### config.mk
export PLATFORM = sky130hd
export DESIGN_NAME = spi_target_sampled
export DESIGN_NICKNAME = d
export VERILOG_FILES = /design/src/rtl/spi_target_sampled.sv
export SDC_FILE = /design/constraint.sdc
export NUM_CORES = 1
export LEC_CHECK = 0
export BUFFER_PORTS_ARGS = -buffer_cell sky130_fd_sc_hd__clkbuf_2
export CELL_PAD_IN_SITES_DETAIL_PLACEMENT = 1
export CELL_PAD_IN_SITES_GLOBAL_PLACEMENT = 2
export CORE_MARGIN = 2
export CORE_UTILIZATION = 35
export CTS_CLUSTER_SIZE = 10
export DETAILED_ROUTE_END_ITERATION = 10
export MAX_ROUTING_LAYER = met4
export PLACE_DENSITY = 0.85
export RECOVER_POWER = 25
export SETUP_SLACK_MARGIN = 0.5
export SLEW_MARGIN = 20
export SYNTH_ARGS = -nofsm -noshare
export SYNTH_HDL_FRONTEND = slang
export SYNTH_SLANG_ARGS = --single-unit
### constraint.sdc
create_clock -name clk -period 2.1 [get_ports clk]
set_clock_uncertainty 0.1 [all_clocks]
set_input_delay 0.105 -clock clk [delete_from_list [all_inputs] [get_ports clk]]
set_output_delay 0.105 -clock clk [all_outputs]
set_load 0.02 [all_outputs]
### src/rtl/spi_target_sampled.sv
// SPI target running entirely in the clk domain. SCLK, CS_n and MOSI are oversampled.
// Supports all four SPI modes, DATA_W-bit words, a one-entry TX buffer and multi-word frames.
module spi_target_sampled #(
    parameter int unsigned       DATA_W    = 8,
    parameter bit                MSB_FIRST = 1'b1,
    parameter logic [DATA_W-1:0] IDLE_WORD = '1
) (
    input  logic              clk,
    input  logic              rst,
    input  logic              cpol,
    input  logic              cpha,
    input  logic              sclk,
    input  logic              cs_n,
    input  logic              mosi,
    output logic              miso,
    input  logic [DATA_W-1:0] tx_data,
    input  logic              tx_valid,
    output logic              tx_ready,
    output logic [DATA_W-1:0] rx_data,
    output logic              rx_valid,
    output logic              busy,
    output logic              tx_underrun,
    output logic              frame_err
);

    localparam int unsigned        CNT_W    = $clog2(DATA_W) + 1;
    localparam logic [CNT_W-1:0]   CNT_FULL = CNT_W'(DATA_W);

    typedef enum logic [1:0] {ST_IDLE, ST_LOAD, ST_SHIFT} state_t;

    state_t            state, state_next;
    logic [2:0]        sclk_sync, cs_sync;
    logic [1:0]        mosi_sync;
    logic              cpol_q, cpha_q;
    logic [CNT_W-1:0]  bit_cnt;
    logic [DATA_W-1:0] tx_sr, rx_sr, tx_buf, load_word;
    logic              buf_full;
    logic              sclk_rise, sclk_fall, lead_edge, trail_edge, cs_fall;
    logic              load_ev, sample_ev, shift_ev, word_done, abort_err;

    function automatic logic first_bit(input logic [DATA_W-1:0] w);
        return MSB_FIRST ? w[DATA_W-1] : w[0];
    endfunction

    function automatic logic [DATA_W-1:0] shift_out(input logic [DATA_W-1:0] w);
        return MSB_FIRST ? {w[DATA_W-2:0], 1'b0} : {1'b0, w[DATA_W-1:1]};
    endfunction

    function automatic logic [DATA_W-1:0] shift_in(input logic [DATA_W-1:0] r, input logic b);
        return MSB_FIRST ? {r[DATA_W-2:0], b} : {b, r[DATA_W-1:1]};
    endfunction

    // CS chain resets to "asserted" so a CS already low when reset releases never starts a frame.
    always_ff @(posedge clk) begin
        if (rst) begin
            sclk_sync <= '0;
            cs_sync   <= '0;
            mosi_sync <= '0;
        end else begin
            sclk_sync <= {sclk_sync[1:0], sclk};
            cs_sync   <= {cs_sync[1:0], cs_n};
            mosi_sync <= {mosi_sync[0], mosi};
        end
    end

    assign sclk_rise  = sclk_sync[1] & ~sclk_sync[2];
    assign sclk_fall  = ~sclk_sync[1] & sclk_sync[2];
    assign cs_fall    = ~cs_sync[1] & cs_sync[2];
    assign lead_edge  = cpol_q ? sclk_fall : sclk_rise;
    assign trail_edge = cpol_q ? sclk_rise : sclk_fall;
    assign load_word  = buf_full ? tx_buf : IDLE_WORD;
    assign tx_ready   = ~buf_full;

    always_ff @(posedge clk) begin
        if (rst) state <= ST_IDLE;
        else     state <= state_next;
    end

    always_comb begin
        state_next = state;
        load_ev    = 1'b0;
        sample_ev  = 1'b0;
        shift_ev   = 1'b0;
        word_done  = 1'b0;
        abort_err  = 1'b0;
        case (state)
            ST_IDLE: begin
                if (cs_fall) state_next = ST_LOAD;
            end
            ST_LOAD: begin
                load_ev    = 1'b1;
                state_next = cs_sync[1] ? ST_IDLE : ST_SHIFT;
            end
            ST_SHIFT: begin
                if (cs_sync[1]) begin
                    state_next = ST_IDLE;
                    abort_err  = (bit_cnt != '0) && (bit_cnt != CNT_FULL);
                end else if (bit_cnt == CNT_FULL) begin
                    word_done = 1'b1;
                    load_ev   = 1'b1;
                end else if (cpha_q) begin
                    sample_ev = trail_edge;
                    shift_ev  = lead_edge;
                end else begin
                    // In mode 0/2 the trailing edge right after a word boundary must not
                    // advance past the first bit that the reload already presented.
                    sample_ev = lead_edge;
                    shift_ev  = trail_edge && (bit_cnt != '0);
                end
            end
            default: state_next = ST_IDLE;
        endcase
    end

    always_ff @(posedge clk) begin
        if (rst) begin
            miso        <= 1'b0;
            rx_data     <= '0;
            rx_valid    <= 1'b0;
            busy        <= 1'b0;
            tx_underrun <= 1'b0;
            frame_err   <= 1'b0;
            cpol_q      <= 1'b0;
            cpha_q      <= 1'b0;
            bit_cnt     <= '0;
            tx_sr       <= '0;
            rx_sr       <= '0;
            tx_buf      <= '0;
            buf_full    <= 1'b0;
        end else begin
            rx_valid    <= 1'b0;
            tx_underrun <= 1'b0;
            frame_err   <= abort_err;
            busy        <= (state_next != ST_IDLE);

            if (state == ST_IDLE && cs_fall) begin
                cpol_q <= cpol;
                cpha_q <= cpha;
            end

            // A load frees the buffer first, so a same-cycle write still lands.
            if (load_ev) buf_full <= 1'b0;
            if (tx_valid && !buf_full) begin
                buf_full <= 1'b1;
                tx_buf   <= tx_data;
            end

            if (load_ev) begin
                tx_underrun <= ~buf_full;
                if (cpha_q) begin
                    tx_sr <= load_word;
                end else begin
                    miso  <= first_bit(load_word);
                    tx_sr <= shift_out(load_word);
                end
            end

            if (shift_ev) begin
                miso  <= first_bit(tx_sr);
                tx_sr <= shift_out(tx_sr);
            end

            if (sample_ev) rx_sr <= shift_in(rx_sr, mosi_sync[1]);

            if (load_ev || state == ST_IDLE) bit_cnt <= '0;
            else if (sample_ev)              bit_cnt <= bit_cnt + CNT_W'(1);

            if (word_done) begin
                rx_data  <= rx_sr;
                rx_valid <= 1'b1;
            end
        end
    end

endmodule

* After elaboration in Yosys (flattened, before gate mapping)
Index checks and enable logic that the tools add are counted.
Word-level totals: input bits 16, bits in registers 54, logic and storage cells 77, output and inout port bits 14
Cells by class: reduce and logical (&&, ||, !) cells 16, $add $sub $neg 1, bitwise gates (word level) 9, eq/ne operators 5, muxes and demuxes 28
Operators by type and width (number):
- 2-to-1 mux 8 bit | 4
- 2-to-1 mux 1 bit | 19
- 2-to-1 mux 2 bit | 3
- NOT 1 bit | 6
- one-hot mux 2 bit (3 select lines) | 1
- nonzero test 2 bit | 3
- OR reduction 2 bit | 3
- adder 4 x 1 -> 4 bit, second input constant | 1
- equality test 4 bit, second input constant | 1
- logical AND 1 bit | 4
- inequality test 4 bit, second input constant | 1
- nonzero test 4 bit | 1
- bitwise AND 1 bit | 3
- OR reduction 3 bit | 1
- equality test 2 x 1 -> 1 bit, second input constant | 1
- equality test 2 bit, second input constant | 1
- zero test 2 bit | 1
- inequality test 2 x 1 -> 1 bit, second input constant | 1
- one-hot mux 1 bit (2 select lines) | 1
- AND reduction 2 bit | 1
- zero test 1 bit | 1
- logical OR 1 bit | 1

* Logic depth before layout (Yosys ltp)
Gate-level depths: netlist of run 1.
depth after elaboration 10, mapped depth 8, gate-level depth less buffers 6

* Least setup slack after synthesis of run 1
No wires, ideal clock.
kind register to register, start register state[0], end register bit_cnt[0], period minus slack after synthesis 1930 ps, required time 1930 ps, setup time 70 ps, cell stages (with the launch flop) 8, data arrival time 1760 ps, buffers on the path 1, path slack 170 ps, path through dfxtp_1 > inv_1 > ha_1 > and2_1 > clkbuf_1 > a21o_4 > or3_1 > a21oi_1
Between the ends: cells in the longest elaborated chain, start to end 4, elaborated cells on any way between the ends 7, classes of those cells eq/ne (2); mux (2); reduce/logical (3)
RTL lines:
- from (decl) | RTL line 31 | state_t state, state_next;
- from (signal assigned) | RTL line 76 | else state <= state_next;
- equality test 2 bit / equality test 2 x 1 -> 1 bit (equally long branches) | RTL line 86 | case (state)
- one-hot mux 1 bit (2 select lines) | RTL line 86
- logical OR 1 bit | RTL line 165 | if (load_ev || state == ST_IDLE) bit_cnt <= '0;
- OR reduction 2 bit (no source line)
- to (signal assigned) | RTL line 166 | else if (sample_ev) bit_cnt <= bit_cnt + CNT_W'(1);
- to (decl) | RTL line 35 | logic [CNT_W-1:0] bit_cnt;
Parallel ways exist; a longest one is shown, timed or not. A chain may end at the register's enable or synchronous reset.

* Worst setup path in the final report of run 1
Same ends and word-level chain as after synthesis.

==> results of run 1 <==
==> cell usage in the layout, fill, tap and decap left out, types with 8 or more instances in the layout <==
master | netlist | routed
nor2_1 | 10 | 9
nand2b_1 | 13 | 12
dlygate4sd3_1 | 0 | 13
clkbuf_1 | 12 | 12
a21oi_2 | 0 | 8
mux2i_1 | 25 | 25
buf_4 | 0 | 16
nor2b_1 | 11 | 11
nand2_1 | 23 | 23
nand3_1 | 13 | 12
dfxtp_1 | 54 | 49
a21oi_1 | 27 | 19
clkbuf_2 | 0 | 19
==> state kept, by name, summed over array words and instances, names as in the netlist, 2 cells and up <==
| register | cells |
|---|---|
| sclk_sync | 3 |
| mosi_sync | 2 |
| tx_buf | 8 |
| rx_data | 8 |
| state | 2 |
| bit_cnt | 4 |
| tx_sr | 8 |
| cs_sync | 3 |
| rx_sr | 8 |
==> logic make-up after synthesis <==
family / Yosys count / synth area share
flops: 54 / 0.450
buf+inv: 24 / 0.0421
simple gates: 89 / 0.199
compound gates: 62 / 0.164
mux: 26 / 0.110
fa+ha+maj: 6 / 0.0312
xor+xnor: 1 / 0.00364
==> cell usage after synthesis, types with 2 or more instances <==
cell	n	area, sq um
a21oi_1	27	135
dfxtp_1	54	1080
or4_1	2	15.0
a311o_1	7	70.1
nor2b_1	11	68.8
a211oi_1	8	60.1
nand3_1	13	65.1
mux2i_1	25	250
nor3b_1	4	30.0
o31ai_1	2	15.0
ha_1	6	75.1
nor2_1	10	37.5
nand2b_1	13	81.3
o21ai_0	12	60.1
and3b_1	4	35.0
clkbuf_1	12	45.0
nor3_1	2	10.0
inv_1	8	30.0
nand2_1	23	86.3
buf_2	3	15.0
==> path summary, 6_finish.rpt <==
kind | from | end | slack [ns] | cells after the start
max reg2reg | state[0] | bit_cnt[0] | 0.29 | 6
min | tx_valid | tx_buf[2] | 0.15 | 4
min reg2reg | mosi_sync[0] | mosi_sync[1] | 0.35 | 1
max | state[0] | bit_cnt[0] | 0.29 | 6
==> per-layer routing <==
layer  track usage  wire (um)  up-vias
met4        0.0497         89        0
met1         0.215       2880      987
met2         0.268       2810       30
met3        0.0379        155        7
met5             -          0        -
li1              -          -     1047
==> cell type report <==
class,count,share of cell area
clock inverter,3,0.00755
tap,80,0.0318
timing repair buffer,68,0.149
clock buffer,5,0.0219
inverter,8,0.0111
multi-input combinational,185,0.432
sequential,54,0.347
==> timing repair <==
item / 4_1_cts / 5_1_grt
hold endpoints to repair: 13 / 0
hold buffers: 13 / 0
resized for setup: 26 / 18
pin swaps: 9 / 2
setup endpoints to repair: 31 / 31
cloned: 3 / 1
setup buffers: 12 / 1
==> power by group <==
part	leakage (nW)	switching (mW)	internal, mW
combinational	0.615	0.0859	0.0786
sequential	0.441	0.0214	1.04
clock	0.0408	0.374	0.239
total	1.10	0.481	1.36
==> critical path, cell delays in order (launching register included) <==
cell and delay [ns]:
dfxtp_4 0.38, inv_4 0.04, ha_4 0.23, and3b_2 0.26, a21o_4 0.25, or3_4 0.37, a21oi_2 0.12
==> metrics by stage <==
stage	setup WS [ns]	instance area (sq um)	cells	hold slack (ns)	total power [mW]
3_3_place_gp	0.212	2690	365	0.215	1.22
6_report	0.288	3150	403	0.155	1.84
3_5_place_dp	0.162	2690	365	0.222	1.22
5_1_grt	0.247	3150	403	0.184	1.93
2_1_floorplan	0.281	2460	262	0.0844	1.17
4_1_cts	0.314	3110	401	0.158	1.86
==> impl_results.md, run 1 <==
* Die area at 7550 sq um
* Area grow syn2layout at 30.9%
* Syn Inst Count at 262
* Slew margin rel. at 0.295
* Seq cells post-synth at 54
* Multi-input logic area at 1360 sq um
* Prevailing post-synth register cell: dfxtp_1
* EDFF count, synth at 0
* Async SR Flop Fraction at 0
* Worst hold path class: in2reg
* Via count at 2071
* Total Neg Setup Slack at 0 ns
* CP Capture Type: flip-flop
* Starting Density at 0.358
* Worst slew pin tran at 1.06 ns
* Initial antenna violation count at 0
* Crit Path Class: reg2reg
* Final setup viols at 0
* Startpoint types: flip-flop
* Diodes inserted at 0
* Number of DRC markers in iteration 0 at 57
* Placed wire-length estimate at 3.70 mm
* Port bufs at 29
* CP Max Fanout at 5
* Pwr dens at 586 nW/um^2
* Largest net degree at the start of global routing at 28
* Die Wd at 86.9 um
* Routed Antenna Nets at 0
* Synth Cell Area at 2400 sq um
* First-pass GRT wire length at 9.82 mm
* Final wirelength at 5.93 mm
* Seq/Total Area, Yosys at 0.450
* Run status: completed
* Gr usage total at 0.169
* IO Pins at 30
* Core area at 6720 sq um
* CTS clk-pin slew, worst paths at 0.10 ns
* Final core utilization at 0.468
* Root Buffer: clkbuf_8
* Period utilization at 0.863
* Worst path required time at 2.26 ns
* # fillers at 783
* Net Count, Synth at 284
* Fmax at 552 MHz
* Yosys cell types at 36
* Gp weighted congestion at 0.740
* Clock Path Buffers at 2
* CTS tree: done
* Initial DRT Pass Iterations at 4
* Syn. warnings at 0
* CTS Buf Count at 5
* Syn Area/Cell at 9.18 sq um
* Vias in the first global route at 2102
* Pins Over Slew Limit at 0
* Fin. Hold Viols at 0
* Peak VDD IR at 0.291 mV
* Worst-skew pair later-pin latency at 0.32 ns
* Nets at 344
* CP arrival at 1.97 ns
* Share of layout cells above drive strength 1 at 0.279
* Pleak at 1.10 nW
* Cell Rows at 30
* DR WL/cell at 14.7 um
* Grt ovf at 0
* Sequential cell area at 1090 sq um
* Die height at 86.9 um
* RSZ-0062 raised after global routing: true
* Max cap viols at 0
* DRC Markers at 0
* H-tree level count at 2
* Via-to-Cell Ratio at 5.14
* CTS Sinks at 54
* Min cycle time layout at 1.81 ns
No activity file was read; power rests on OpenSTA's default activity.
==> run 2, diff against run 1 <==
- SKIP_CTS_REPAIR_TIMING: default -> 1
- clock period: 2.1 -> 1.8 ns (I/O delays scaled with it)
==> run 2 against run 1 <==
Against the previous run:
- via count rose by 0.39%
- die area did not move
- highest routed layer unchanged
- global-route usage fell by 0.74 points
- hold slack got worse by 0.043 ns
- sequential share of layout area fell by 0.60 points
- routed wire length rose by 1.0%
- critical path type unchanged
- final cell count fell by 0.25%
- maximum frequency fell by 1.0%
- flip-flop and latch count did not move
- clock power rose by 13%
- largest power group unchanged
- the flow now finishes with violations (setup timing)
- total power rose by 16%
- combinational power rose by 27%
==> impl_results.md, run 2 (same netlist as run 1, synthesis figures left out) <==
* Fin. Hold Viols at 0 (unchanged)
* Via-to-Cell Ratio at 5.17 (+0.64%)
* Final instance area at 3210 sq um (+1.9%)
* R2R cell count at 6 (unchanged)
* Fmax at 546 MHz (-1.0%)
* Placed wire-length estimate at 3.96 mm (+7.2%)
* CTS tree: done
* Cell Rows at 30 (unchanged)
* Diodes inserted at 0 (unchanged)
* # fillers at 759 (-3.1%)
* Number of DRC markers in iteration 0 at 79 (+39%)
* Hold_sp: tx_valid
* Die area at 7550 sq um (unchanged)
* Via count at 2079 (+0.39%)
* Most common cell after layout, fill and taps aside: dfxtp_1
* DR WL/cell at 14.9 um (+1.3%)
* Area grow syn2layout at 33.3%
* Peak VDD IR at 0.382 mV (+31%)
* Max cap viols at 0 (unchanged)
* Final Non-Filler Cells at 402 (-0.25%)
* CTS clk-pin slew, worst paths at 0.10 ns (about the same)
* R2R Path Start: state[0]
* RSZ-0062 raised after global routing: true
* PnR Total Power at 2.14 mW (+16%)
* Setup crit start: state[0]
* Final wirelength at 5.99 mm (+1.0%)
* Clock Path Buffers at 2 (unchanged)
* Share of layout cells above drive strength 1 at 0.323 (+0.0443)
* Worst setup slack after layout at -0.0300 ns (-0.318 ns)
* Pleak at 1.16 nW (+5.5%)
* CTS Buf Count at 5 (unchanged)
* Period utilization at 1.02 (+0.154)
* DRC Markers at 0 (unchanged)
* Worst path required time at 1.95 ns (-0.31 ns)
* CP arrival at 1.98 ns (about the same)
* Vias in the first global route at 1960 (-6.8%)
* Starting Density at 0.358 (unchanged)
* IO Pins at 30 (unchanged)
* Crit Path Class: reg2reg
* Largest net degree at the start of global routing at 24 (-14%)
* Cells after DPL at 375 (+2.7%)
* Pwr dens at 668 nW/um^2 (+14%)
* Run status: complete, but fails checks
* Initial DRT Pass Iterations at 4 (unchanged)
* CP Max Fanout at 5 (unchanged)
* Die height at 86.9 um (unchanged)
* Placed instance area at 2790 sq um (+3.4%)
* Die Wd at 86.9 um (unchanged)
* Routed Antenna Nets at 0 (unchanged)
* CTS Sinks at 54 (unchanged)
* Port bufs at 29 (unchanged)
* Hold-critical path depth at 4 (unchanged)
* Gr usage total at 0.161 (-0.00745)
* Root Buffer: clkbuf_8
* Gp weighted congestion at 0.750 (+1.3%)
* Final core utilization at 0.477 (+0.00875)
* Worst slew pin tran at 0.514 ns (-0.543 ns)
* Startpoint types: flip-flop
* Nets at 343 (-0.29%)
* Min cycle time layout at 1.83 ns (+0.0183 ns)
* Core area at 6720 sq um (unchanged)
* Slew margin rel. at 0.657 (+0.362)
* Initial antenna violation count at 0 (unchanged)
* Grt ovf at 0 (unchanged)
* Final setup viols at 1 (+1)
* First-pass GRT wire length at 9.35 mm (-4.8%)
* Commonest cells after routing, fill and taps aside: dfxtp_1, clkbuf_2, mux2i_1
* Worst-skew pair later-pin latency at 0.31 ns (about the same)
* Failing checks: setup timing
* H-tree level count at 2 (unchanged)
* CP Capture Type: flip-flop
* Pins Over Slew Limit at 0 (unchanged)
* Worst hold path class: in2reg
## run 2: changes by cell type in the layout (fill, tap and decap cells not counted), moves of 3 or more
cell / change
buf_6: -5
clkbuf_2: +10
clkbuf_1: -12
o21ai_1: +3
buf_4: +5
## run 2: through the flow
stage	setup TNS, ns	setup slack, ns	hold slack, ns
floorplan	-0.0769	-0.0192	0.0694
global placement	0	0.0209	0.196
detailed placement	-0.215	-0.0786	0.210
CTS	-0.430	-0.0912	-0.126
global route	-0.399	-0.102	0.146
finish	-0.0300	-0.0300	0.112
## run 2: worst max-delay path, stage by stage, from the launching register on
cell	delay, ns
dfxtp_4	0.39
inv_4	0.05
ha_4	0.24
and3b_2	0.23
a21o_4	0.24
or3_4	0.37
a21oi_2	0.14
## run 2: layout make-up
cell class	count	area, sq um	share of cell area
tap	80	100	0.0312
clock buffer	5	68.8	0.0215
timing repair buffer	67	499	0.156
multi-input combinational	185	1390	0.434
inverter	8	32.5	0.0101
clock inverter	3	18.8	0.00585
sequential	54	1090	0.341
## run 2: final timing paths
check                                    end  slack [ns]
worst max register to register    bit_cnt[3]       -0.03
worst min-delay path                buf_full        0.11
worst min register to register  mosi_sync[1]        0.36
worst max-delay path              bit_cnt[3]       -0.03
## run 2: where the power goes
group | internal [mW] | switching (mW)
combinational | 0.101 | 0.109
sequential | 1.22 | 0.0228
clock | 0.275 | 0.417
## run 2: per-layer routing
layer / global-route usage / up-vias / part of all wire / routed length, um
met5: - / - / 0 / 0
met3: 0.0313 / 4 / 0.026 / 155
met1: 0.215 / 1003 / 0.49 / 2960
met2: 0.248 / 27 / 0.47 / 2840
met4: 0.0497 / 0 / 0.0052 / 31
li1: - / 1045 / - / -
==> run 3, diff against run 2 <==
- SKIP_LAST_GASP: default -> 1
- clock period: 1.8 -> 1.75 ns (I/O delays scaled with it)
==> run 3 against run 2 <==
Against the previous run:
- the flow still finishes with violations (setup timing)
- sequential power is 3% higher
- routed wire length increased by 4.0%
- final area up 3.0%
- register-to-register slack is essentially flat
- global-route usage is 0.58 points higher
- combinational power increased by 9.5%
- non-clock buffer count grew 8
- final cell count up 2.0%
- flip-flop and latch count unchanged
- count of clock-buffer cells in the layout unchanged
- total power rose by 4.8%
- clock power is 6.9% higher
- critical endpoint is now tx_sr[4]
- largest power group unchanged
==> impl_results.md, run 3 (same netlist as run 1, synthesis figures left out) <==
* Via-to-Cell Ratio at 5.24 (+1.4%)
* Pwr dens at 680 nW/um^2 (+1.7%)
* Port bufs at 29 (unchanged)
* CTS Sinks at 54 (unchanged)
* Cell Rows at 30 (unchanged)
* Worst slew pin tran at 0.884 ns (+0.370 ns)
* Cell chain of the critical path: inv_4 > ha_4 > and3b_2 > a21o_4 > a311o_1 > mux2i_1
* Run status: complete, but fails checks
* Pins Over Slew Limit at 0 (unchanged)
* Cells after DPL at 383 (+2.1%)
* CTS tree: done
* Worst-skew pair later-pin latency at 0.31 ns (about the same)
* Die area at 7550 sq um (unchanged)
* Core area at 6720 sq um (unchanged)
* Worst setup slack after layout at -0.0380 ns (-0.00795 ns)
* Startpoint types: flip-flop
* Diodes inserted at 0 (unchanged)
* CP Capture Type: flip-flop
* CP Max Fanout at 5 (unchanged)
* Clock Path Buffers at 2 (unchanged)
* Period utilization at 1.02 (+0.00502)
* Initial DRT Pass Iterations at 4 (unchanged)
* DRC Markers at 0 (unchanged)
* Slew margin rel. at 0.410 (-0.247)
* CP arrival at 1.93 ns (-0.05 ns)
* Die Wd at 86.9 um (unchanged)
* First-pass GRT wire length at 9.69 mm (+3.7%)
* Gp weighted congestion at 0.781 (+4.1%)
* Max cap viols at 0 (unchanged)
* Fin. Hold Viols at 0 (unchanged)
* Crit Path Class: reg2reg
* Fmax at 559 MHz (+2.4%)
* DR WL/cell at 15.2 um (+1.9%)
* Pleak at 1.17 nW (+1.2%)
* Min cycle time layout at 1.79 ns (-0.0421 ns)
* Vias in the first global route at 2061 (+5.2%)
* Routed Antenna Nets at 0 (unchanged)
* Final hold slack at 0.0676 ns (-0.0441 ns)
* Worst hold path class: in2reg
* Largest net degree at the start of global routing at 26 (+8.3%)
* Final Non-Filler Cells at 410 (+2.0%)
* Setup crit start: state[0]
* Slowest stage delay, CP at 0.38 ns (about the same)
* CTS clk-pin slew, worst paths at 0.10 ns (about the same)
* Commonest cells after routing, fill and taps aside: dfxtp_1, buf_4, mux2i_1
* Final wirelength at 6.23 mm (+4.0%)
* Placed instance area at 2850 sq um (+2.2%)
* R2R Path Start: state[0]
* PnR Total Power at 2.24 mW (+4.8%)
* H-tree level count at 2 (unchanged)
* RSZ-0062 raised after global routing: true
* Most common cell after layout, fill and taps aside: dfxtp_1
* Area grow syn2layout at 37.4%
* Via count at 2149 (+3.4%)
* Worst path required time at 1.89 ns (-0.06 ns)
* Starting Density at 0.358 (unchanged)
* Final instance area at 3300 sq um (+3.0%)
* Share of layout cells above drive strength 1 at 0.345 (+0.0225)
* Gr usage total at 0.167 (+0.00582)
* Placed wire-length estimate at 4.19 mm (+5.7%)
* Initial antenna violation count at 0 (unchanged)
* Slowest CP cell: dfxtp_4
* Root Buffer: clkbuf_8
* Die height at 86.9 um (unchanged)
* Failing checks: setup timing
* IO Pins at 30 (unchanged)
* Nets at 351 (+2.3%)
* CTS Buf Count at 5 (unchanged)
* Final setup viols at 6 (+5)
* Peak VDD IR at 0.397 mV (+4.1%)
* Hold_sp: tx_valid
* Number of DRC markers in iteration 0 at 78 (-1.3%)
* Grt ovf at 0 (unchanged)
run 3: final cells by class:
class	count	area [sq um]
clock buffers	5	68.8
clock inverters	3	28.8
fillers	774	3420
inverters	8	35.0
multi-input cells	185	1430
flip-flops and latches	54	1090
well taps	80	100
repair buffers	75	549
run 3: through the flow:
| stage | setup slack (ns) | util | TNS, ns |
|---|---|---|---|
| 6_report | -0.0380 | 0.492 | -0.133 |
| 5_1_grt | -0.0830 | 0.492 | -0.829 |
| 4_1_cts | -0.0910 | 0.438 | -0.466 |
| 3_5_place_dp | -0.0587 | 0.424 | -0.262 |
| 3_3_place_gp | 0.00596 | 0.424 | 0 |
| 2_1_floorplan | -0.0692 | - | -0.277 |
run 3: final timing paths:
kind	endpoint	slack (ns)	depth (start not counted)
min	tx_buf[5]	0.07	4
max	tx_sr[4]	-0.04	6
max reg2reg	tx_sr[4]	-0.04	6
min reg2reg	mosi_sync[1]	0.35	1
run 3: power breakdown:
part | switching, mW | internal, mW | total [mW]
sequential | 0.0217 | 1.25 | 1.28
clock | 0.442 | 0.297 | 0.740
combinational | 0.119 | 0.111 | 0.230
total | 0.583 | 1.66 | 2.24
run 3: layer usage:
layer  up-vias  wire length, um  track usage  share of wire
met3         4              162       0.0341          0.026
li1       1062                -            -              -
met2        31             3170        0.259           0.51
met5         -                0            -              0
met1      1052             2830        0.221           0.45
met4         0               65       0.0469          0.010
run 3: worst max-delay path, delay by kind of cell (launching register included):
kind	cells	cell delay (ns)
AOI/OAI and AO/OA	2	0.56
adders and majority gates	1	0.24
buffers and inverters	1	0.05
DFF	1	0.38
muxes	1	0.16
and+or+nand+nor	1	0.23
